==> src/rtl/pulse_channel.sv <==
// pulse_channel: square-wave voice with duty sequencer, envelope, length counter and sweep.
// Compile-time option PULSE_SWEEP_EN builds the sweep unit; without it reg1 writes are ignored.
module pulse_channel #(
  parameter int CHANNEL = 0,
  parameter int OUT_W   = 4
) (
  input  logic             clk,
  input  logic             rst_n,
  input  logic             tick,
  input  logic             quarter_frame,
  input  logic             half_frame,
  input  logic             wr_en,
  input  logic [1:0]       wr_addr,
  input  logic [7:0]       wr_data,
  input  logic             enable,
  output logic [OUT_W-1:0] vol,
  output logic             active
);

  if (CHANNEL != 0 && CHANNEL != 1) begin : g_bad_channel
    $error("pulse_channel: CHANNEL must be 0 or 1");
  end

  localparam logic [7:0] LEN_TABLE [32] = '{
    8'd10,  8'd254, 8'd20, 8'd2,  8'd40, 8'd4,  8'd80, 8'd6,
    8'd160, 8'd8,   8'd60, 8'd10, 8'd14, 8'd12, 8'd26, 8'd14,
    8'd12,  8'd16,  8'd24, 8'd18, 8'd48, 8'd20, 8'd96, 8'd22,
    8'd192, 8'd24,  8'd72, 8'd26, 8'd16, 8'd28, 8'd32, 8'd30
  };

  logic [1:0]       duty_q, duty_d;
  logic             loop_q, loop_d;
  logic             const_q, const_d;
  logic [3:0]       env_v_q, env_v_d;
  logic [10:0]      period_q, period_d;
  logic [10:0]      timer_q, timer_d;
  logic [2:0]       step_q, step_d;
  logic [7:0]       length_q, length_d;
  logic             env_start_q, env_start_d;
  logic [3:0]       env_div_q, env_div_d;
  logic [3:0]       decay_q, decay_d;
  logic [OUT_W-1:0] vol_q, vol_d;

  logic       wr0, wr2, wr3;
  logic       mute;
  logic [7:0] duty_pattern;
  logic       duty_bit;
  logic [3:0] level;

  assign wr0 = wr_en && (wr_addr == 2'd0);
  assign wr2 = wr_en && (wr_addr == 2'd2);
  assign wr3 = wr_en && (wr_addr == 2'd3);

`ifdef PULSE_SWEEP_EN
  logic        wr1;
  logic        sw_en_q, sw_en_d;
  logic [2:0]  sw_p_q, sw_p_d;
  logic        sw_neg_q, sw_neg_d;
  logic [2:0]  sw_shift_q, sw_shift_d;
  logic [2:0]  sw_div_q, sw_div_d;
  logic        sw_reload_q, sw_reload_d;
  logic [10:0] sw_delta;
  logic [11:0] sw_target;

  assign wr1 = wr_en && (wr_addr == 2'd1);

  // Target is one bit wider than the period so an overflowing add can be seen and muted.
  always_comb begin
    sw_delta = period_q >> sw_shift_q;
    if (!sw_neg_q)
      sw_target = {1'b0, period_q} + {1'b0, sw_delta};
    else if (CHANNEL == 1)
      sw_target = {1'b0, period_q} - {1'b0, sw_delta};
    else
      sw_target = {1'b0, period_q} - {1'b0, sw_delta} - 12'd1;
  end

  assign mute = (period_q < 11'd8) || (sw_target > 12'h7FF);
`else
  assign mute = (period_q < 11'd8);
`endif

  always_comb begin
    case (duty_q)
      2'd0:    duty_pattern = 8'b0100_0000;
      2'd1:    duty_pattern = 8'b0110_0000;
      2'd2:    duty_pattern = 8'b0111_1000;
      default: duty_pattern = 8'b1001_1111;
    endcase
  end

  // Step 0 is the leftmost character of the written pattern.
  assign duty_bit = duty_pattern[3'd7 - step_q];
  assign level    = const_q ? env_v_q : decay_q;

  always_comb begin
    duty_d      = duty_q;
    loop_d      = loop_q;
    const_d     = const_q;
    env_v_d     = env_v_q;
    period_d    = period_q;
    timer_d     = timer_q;
    step_d      = step_q;
    length_d    = length_q;
    env_start_d = env_start_q;
    env_div_d   = env_div_q;
    decay_d     = decay_q;
    vol_d       = '0;
`ifdef PULSE_SWEEP_EN
    sw_en_d     = sw_en_q;
    sw_p_d      = sw_p_q;
    sw_neg_d    = sw_neg_q;
    sw_shift_d  = sw_shift_q;
    sw_div_d    = sw_div_q;
    sw_reload_d = sw_reload_q;

    if (half_frame) begin
      if (sw_div_q == 3'd0 && sw_en_q && sw_shift_q != 3'd0 && !mute)
        period_d = sw_target[10:0];
      if (sw_div_q == 3'd0 || sw_reload_q) begin
        sw_div_d    = sw_p_q;
        sw_reload_d = 1'b0;
      end else begin
        sw_div_d = sw_div_q - 3'd1;
      end
    end
    if (wr1) begin
      sw_en_d     = wr_data[7];
      sw_p_d      = wr_data[6:4];
      sw_neg_d    = wr_data[3];
      sw_shift_d  = wr_data[2:0];
      sw_reload_d = 1'b1;
    end
`endif

    if (wr0) begin
      duty_d  = wr_data[7:6];
      loop_d  = wr_data[5];
      const_d = wr_data[4];
      env_v_d = wr_data[3:0];
    end
    // Writes rebuild the period from the old value, so a same-cycle sweep result is discarded.
    if (wr2) period_d = {period_q[10:8], wr_data};
    if (wr3) period_d = {wr_data[2:0], period_q[7:0]};

    if (tick) begin
      if (timer_q == 11'd0) begin
        timer_d = period_q;
        step_d  = step_q + 3'd1;
      end else begin
        timer_d = timer_q - 11'd1;
      end
    end
    if (wr3) step_d = 3'd0;

    if (quarter_frame) begin
      if (env_start_q) begin
        env_start_d = 1'b0;
        decay_d     = 4'd15;
        env_div_d   = env_v_q;
      end else if (env_div_q == 4'd0) begin
        env_div_d = env_v_q;
        if (decay_q != 4'd0)
          decay_d = decay_q - 4'd1;
        else if (loop_q)
          decay_d = 4'd15;
      end else begin
        env_div_d = env_div_q - 4'd1;
      end
    end
    if (wr3) env_start_d = 1'b1;

    if (half_frame && length_q != 8'd0 && !loop_q) length_d = length_q - 8'd1;
    if (wr3 && enable) length_d = LEN_TABLE[wr_data[7:3]];
    if (!enable) length_d = 8'd0;

    if (!mute && length_q != 8'd0 && duty_bit) vol_d = OUT_W'(level);
  end

  always_ff @(posedge clk or negedge rst_n) begin
    if (!rst_n) begin
      duty_q      <= 2'd0;
      loop_q      <= 1'b0;
      const_q     <= 1'b0;
      env_v_q     <= 4'd0;
      period_q    <= 11'd0;
      timer_q     <= 11'd0;
      step_q      <= 3'd0;
      length_q    <= 8'd0;
      env_start_q <= 1'b0;
      env_div_q   <= 4'd0;
      decay_q     <= 4'd0;
      vol_q       <= '0;
`ifdef PULSE_SWEEP_EN
      sw_en_q     <= 1'b0;
      sw_p_q      <= 3'd0;
      sw_neg_q    <= 1'b0;
      sw_shift_q  <= 3'd0;
      sw_div_q    <= 3'd0;
      sw_reload_q <= 1'b0;
`endif
    end else begin
      duty_q      <= duty_d;
      loop_q      <= loop_d;
      const_q     <= const_d;
      env_v_q     <= env_v_d;
      period_q    <= period_d;
      timer_q     <= timer_d;
      step_q      <= step_d;
      length_q    <= length_d;
      env_start_q <= env_start_d;
      env_div_q   <= env_div_d;
      decay_q     <= decay_d;
      vol_q       <= vol_d;
`ifdef PULSE_SWEEP_EN
      sw_en_q     <= sw_en_d;
      sw_p_q      <= sw_p_d;
      sw_neg_q    <= sw_neg_d;
      sw_shift_q  <= sw_shift_d;
      sw_div_q    <= sw_div_d;
      sw_reload_q <= sw_reload_d;
`endif
    end
  end

  assign vol    = vol_q;
  assign active = (length_q != 8'd0);

endmodule

==> config.mk <==
export PLATFORM = sky130hd
export DESIGN_NAME = pulse_channel
export DESIGN_NICKNAME = d
export VERILOG_FILES = /design/src/rtl/pulse_channel.sv
export SDC_FILE = /design/constraint.sdc
export NUM_CORES = 1
export LEC_CHECK = 0
export CAP_MARGIN = 30
export CORE_MARGIN = 4
export CORE_UTILIZATION = 30
export CTS_BUF_LIST = sky130_fd_sc_hd__clkbuf_4
export CTS_CLUSTER_SIZE = 25
export DETAILED_ROUTE_END_ITERATION = 8
export GPL_ROUTABILITY_DRIVEN = 0
export PLACE_DENSITY = 0.48
export SYNTH_ARGS = -nofsm -noshare
export SYNTH_HDL_FRONTEND = slang
export SYNTH_SLANG_ARGS = --single-unit
==> constraint.sdc <==
create_clock -name clk -period 4.65 [get_ports clk]
set_input_delay 0.93 -clock clk [delete_from_list [all_inputs] [get_ports clk]]
set_output_delay 0.93 -clock clk [all_outputs]
set_load 0.01 [all_outputs]
==> out/metrics.cfg <==
[clock_tree]
cts_tree = yes
post_cts_resized = 0
cts_setup_buffers = 0
numCtsBuffers = 5
cts_hold_buf = 0
clock-root-buffer = clkbuf_4
cts.clk_slew.worst_paths_ps = 160
clock_path_buffers = 2
cts_sinks = 54
cts.htree.levels = 2
insertion_delay_ps = 380

[finish]
layout-drive-gt1-share_pct = 7.52
fin_util_pct = 34.4
layout_common_cells = dfrtp_1, o21ai_0, nand2_1
diodes = 0
area_delta_synth_final_pct = 11.7
final_common_cell = dfrtp_1
fin_nets = 390
fin_cells = 495
stdcell_area_sq_mm = 0.00357
fillers = 1125

[worst_setup_path]
crit_type = reg -> out
path_depth = 6
cp.required_ps = 3720
r2r_start = timer_q[0]
path_max_fanout = 4
crit_path_frequent_cell = inv_1
crit_family = buffers and inverters
end_kind = primary output
cpPeakStageDelay_ps = 470
cp_cell_sequence = inv_1 > ha_1 > nor3b_1 > and2_1 > inv_1 > clkdlybuf4s50_1
r2r_setup_slack_ps = 2460
crit_arrival_ps = 2220
critical_path.n_buffers_inverters = 3
critPathCapture = active
crit_slowest_cell = clkdlybuf4s50_1
r2r_cells = 6
startpoint = length_q[0]
critPathLaunchType = flop
timing.rr.end = timer_q[6]

[synth]
ys_seq_area_share_pct = 42.3
ys_ff_latch = 54
synth-edff-count = 0
avgSynthCellArea_sq_um = 9.29
synth_top_flop_cell = dfrtp_1
syn-num-nets = 376
syn-cell-area_sq_mm = 0.00320
yosys.area.top_type_share_pct = 42.3
async_reset_ff_share_pct = 100
ys.warnings.count = 0
synthesis.instances = 344
synth.largest_area_cell = dfrtp_1
synthTopCellsByArea = dfrtp_1, ha_1, o21ai_0
ys_types = 54

[sta]
finalCritPeriodShare_pct = 67.8
slew_headroom_pct = 50.2
maxSlewViolCount = 0
fin_skew_ps = 10.9
hold_viol = 0
fmax_mhz = 317
hold_slack_ps = 533
period_minus_slack_ps = 3150
rsz0062_at_grt = false
tightest_slew_ps = 744
setup_viol_count_final = 0
final.setup.tns_ps = 0
setup_slack_ps = 1500

[global_routing]
grt_pass1_vias = 2509
grt_overflow = 0
grt_start_max_net_pins = 55
grt_pass1_wl_um = 12500
antenna_found_initial = 0
grt_util_all_layers_pct = 12.2

[power_and_ir_drop]
pwr-share-seq_pct = 47.9
internal_power_mw = 0.956
pwr-share-clk_pct = 17.8
power.total_mw = 1.51
p_leak_nw = 1.58
power.density_mw_per_mm2 = 422
combPwrFrac_pct = 34.3
power.switching_mw = 0.551
peakVddDrop_uv = 171
swShare_pct = 36.6

[floorplanning]
start_util_pct = 30.8
die-area_sq_mm = 0.0124
dieHeight_um = 111
fp-row-count = 37
ioPinCount = 22
die_x_um = 111
coreArea_sq_mm = 0.0104

[detailed_routing]
drt_wl_total_um = 7220
drt-wirelength-per-cell_um = 14.6
vias_per_cell = 5.15
vias = 2547
drc = 0
drt_iter0_markers = 86
drt_pass1_iterations = 4
ant_nets = 0

[placed_design]
dpl.hpwl_um = 5210
dp.cells = 487
dp_worst_setup_slack_ps = 1630
place_area_sq_mm = 0.00349
port_buffers = 21

[hold_path]
min_from = period_q[7]
hp-class = reg -> reg

[status]
status = completed

[flow_run]
drv_cap = 0

[cell families (layout without fill, tap and decap cells)]
family | Yosys count | count (layout) | share of synthesized area (%)
AO/OA/AOI/OAI | 97 | 97 | 18.7
XOR/XNOR | 7 | 7 | 1.92
buffers and inverters | 35 | 50 | 5.05
AND/OR/NAND/NOR | 114 | 114 | 18.4
multiplexers | 22 | 22 | 7.75
adder cells (fa/ha/maj) | 15 | 15 | 5.87
flip-flops | 54 | 54 | 42.3
[final cells by class]
cell class | count | area, sq um | area share (%)
Clock buffer | 5 | 37.5 | 1.05
Clock inverter | 3 | 40.0 | 1.12
Inverter | 20 | 75.1 | 2.10
Multi-Input combinational cell | 255 | 1680 | 47.1
Sequential cell | 54 | 1350 | 37.9
Tap cell | 136 | 170 | 4.77
Timing Repair Buffer | 22 | 213 | 5.96
[worst min-delay path by stage]
| stage | end | slack (ps) | cells after the start |
|---|---|---|---|
| 6_report | period_q[7] | 530 | 2 |
| 5_1_grt | period_q[2] | 580 | 1 |
| 4_1_cts | period_q[7] | 540 | 2 |
| 3_5_place_dp | period_q[7] | 510 | 2 |
| 3_3_place_gp | period_q[10] | 500 | 2 |
| 2_1_floorplan | period_q[9] | 460 | 2 |
[power by group through the flow]
stage / Clock (mW) / Combinational (mW) / Sequential (mW)
2_1_floorplan: 0 / 0.402 / 0.689
3_5_place_dp: 0 / 0.522 / 0.731
4_1_cts: 0.278 / 0.524 / 0.723
6_report: 0.268 / 0.516 / 0.722
3_3_place_gp: 0 / 0.518 / 0.733
5_1_grt: 0.303 / 0.597 / 0.745
[worst register-to-register path, stage by stage, from the launching register on]
cell,delay [ps]
dfrtp_1,410
inv_1,120
ha_1,160
nor4b_1,370
and3_1,610
o21ai_0,180
a22o_1,250
[Yosys cell counts, types with 2 or more instances]
master	instances
a211oi_1	4
a21o_1	3
a21oi_1	25
a22o_1	5
a22oi_1	2
a31oi_1	5
and3_1	5
buf_6	2
clkbuf_1	9
dfrtp_1	54
ha_1	15
inv_1	20
mux2_2	12
mux2i_1	9
nand2_1	32
nand2b_1	5
nand3_1	6
nand3b_1	3
nand4_1	4
nor2_1	25
nor2b_1	5
nor3_1	8
nor3b_1	3
nor4_1	5
o21a_1	4
o21ai_0	32
o22ai_1	4
o31ai_1	2
or3_1	5
or4b_1	2
xnor2_1	3
xor2_1	4
[state kept, by name, summed over array words and instances (netlist names)]
register and cells:
const_q 1, vol 4, length_q 8, env_start_q 1
decay_q 4, env_v_q 4, duty_q 2, env_div_q 4
loop_q 1, period_q 11, step_q 3, timer_q 11
[per-layer routing]
metal	global-route usage [%]	vias to the layer above	part of all wire (%)
met4	4.46	0	2.6
met2	17.7	42	43
met3	2.29	17	3.1
li1	-	1266	-
met5	0	-	0
met1	18.1	1222	52
Note: power is estimated with default switching activity, not from simulation.
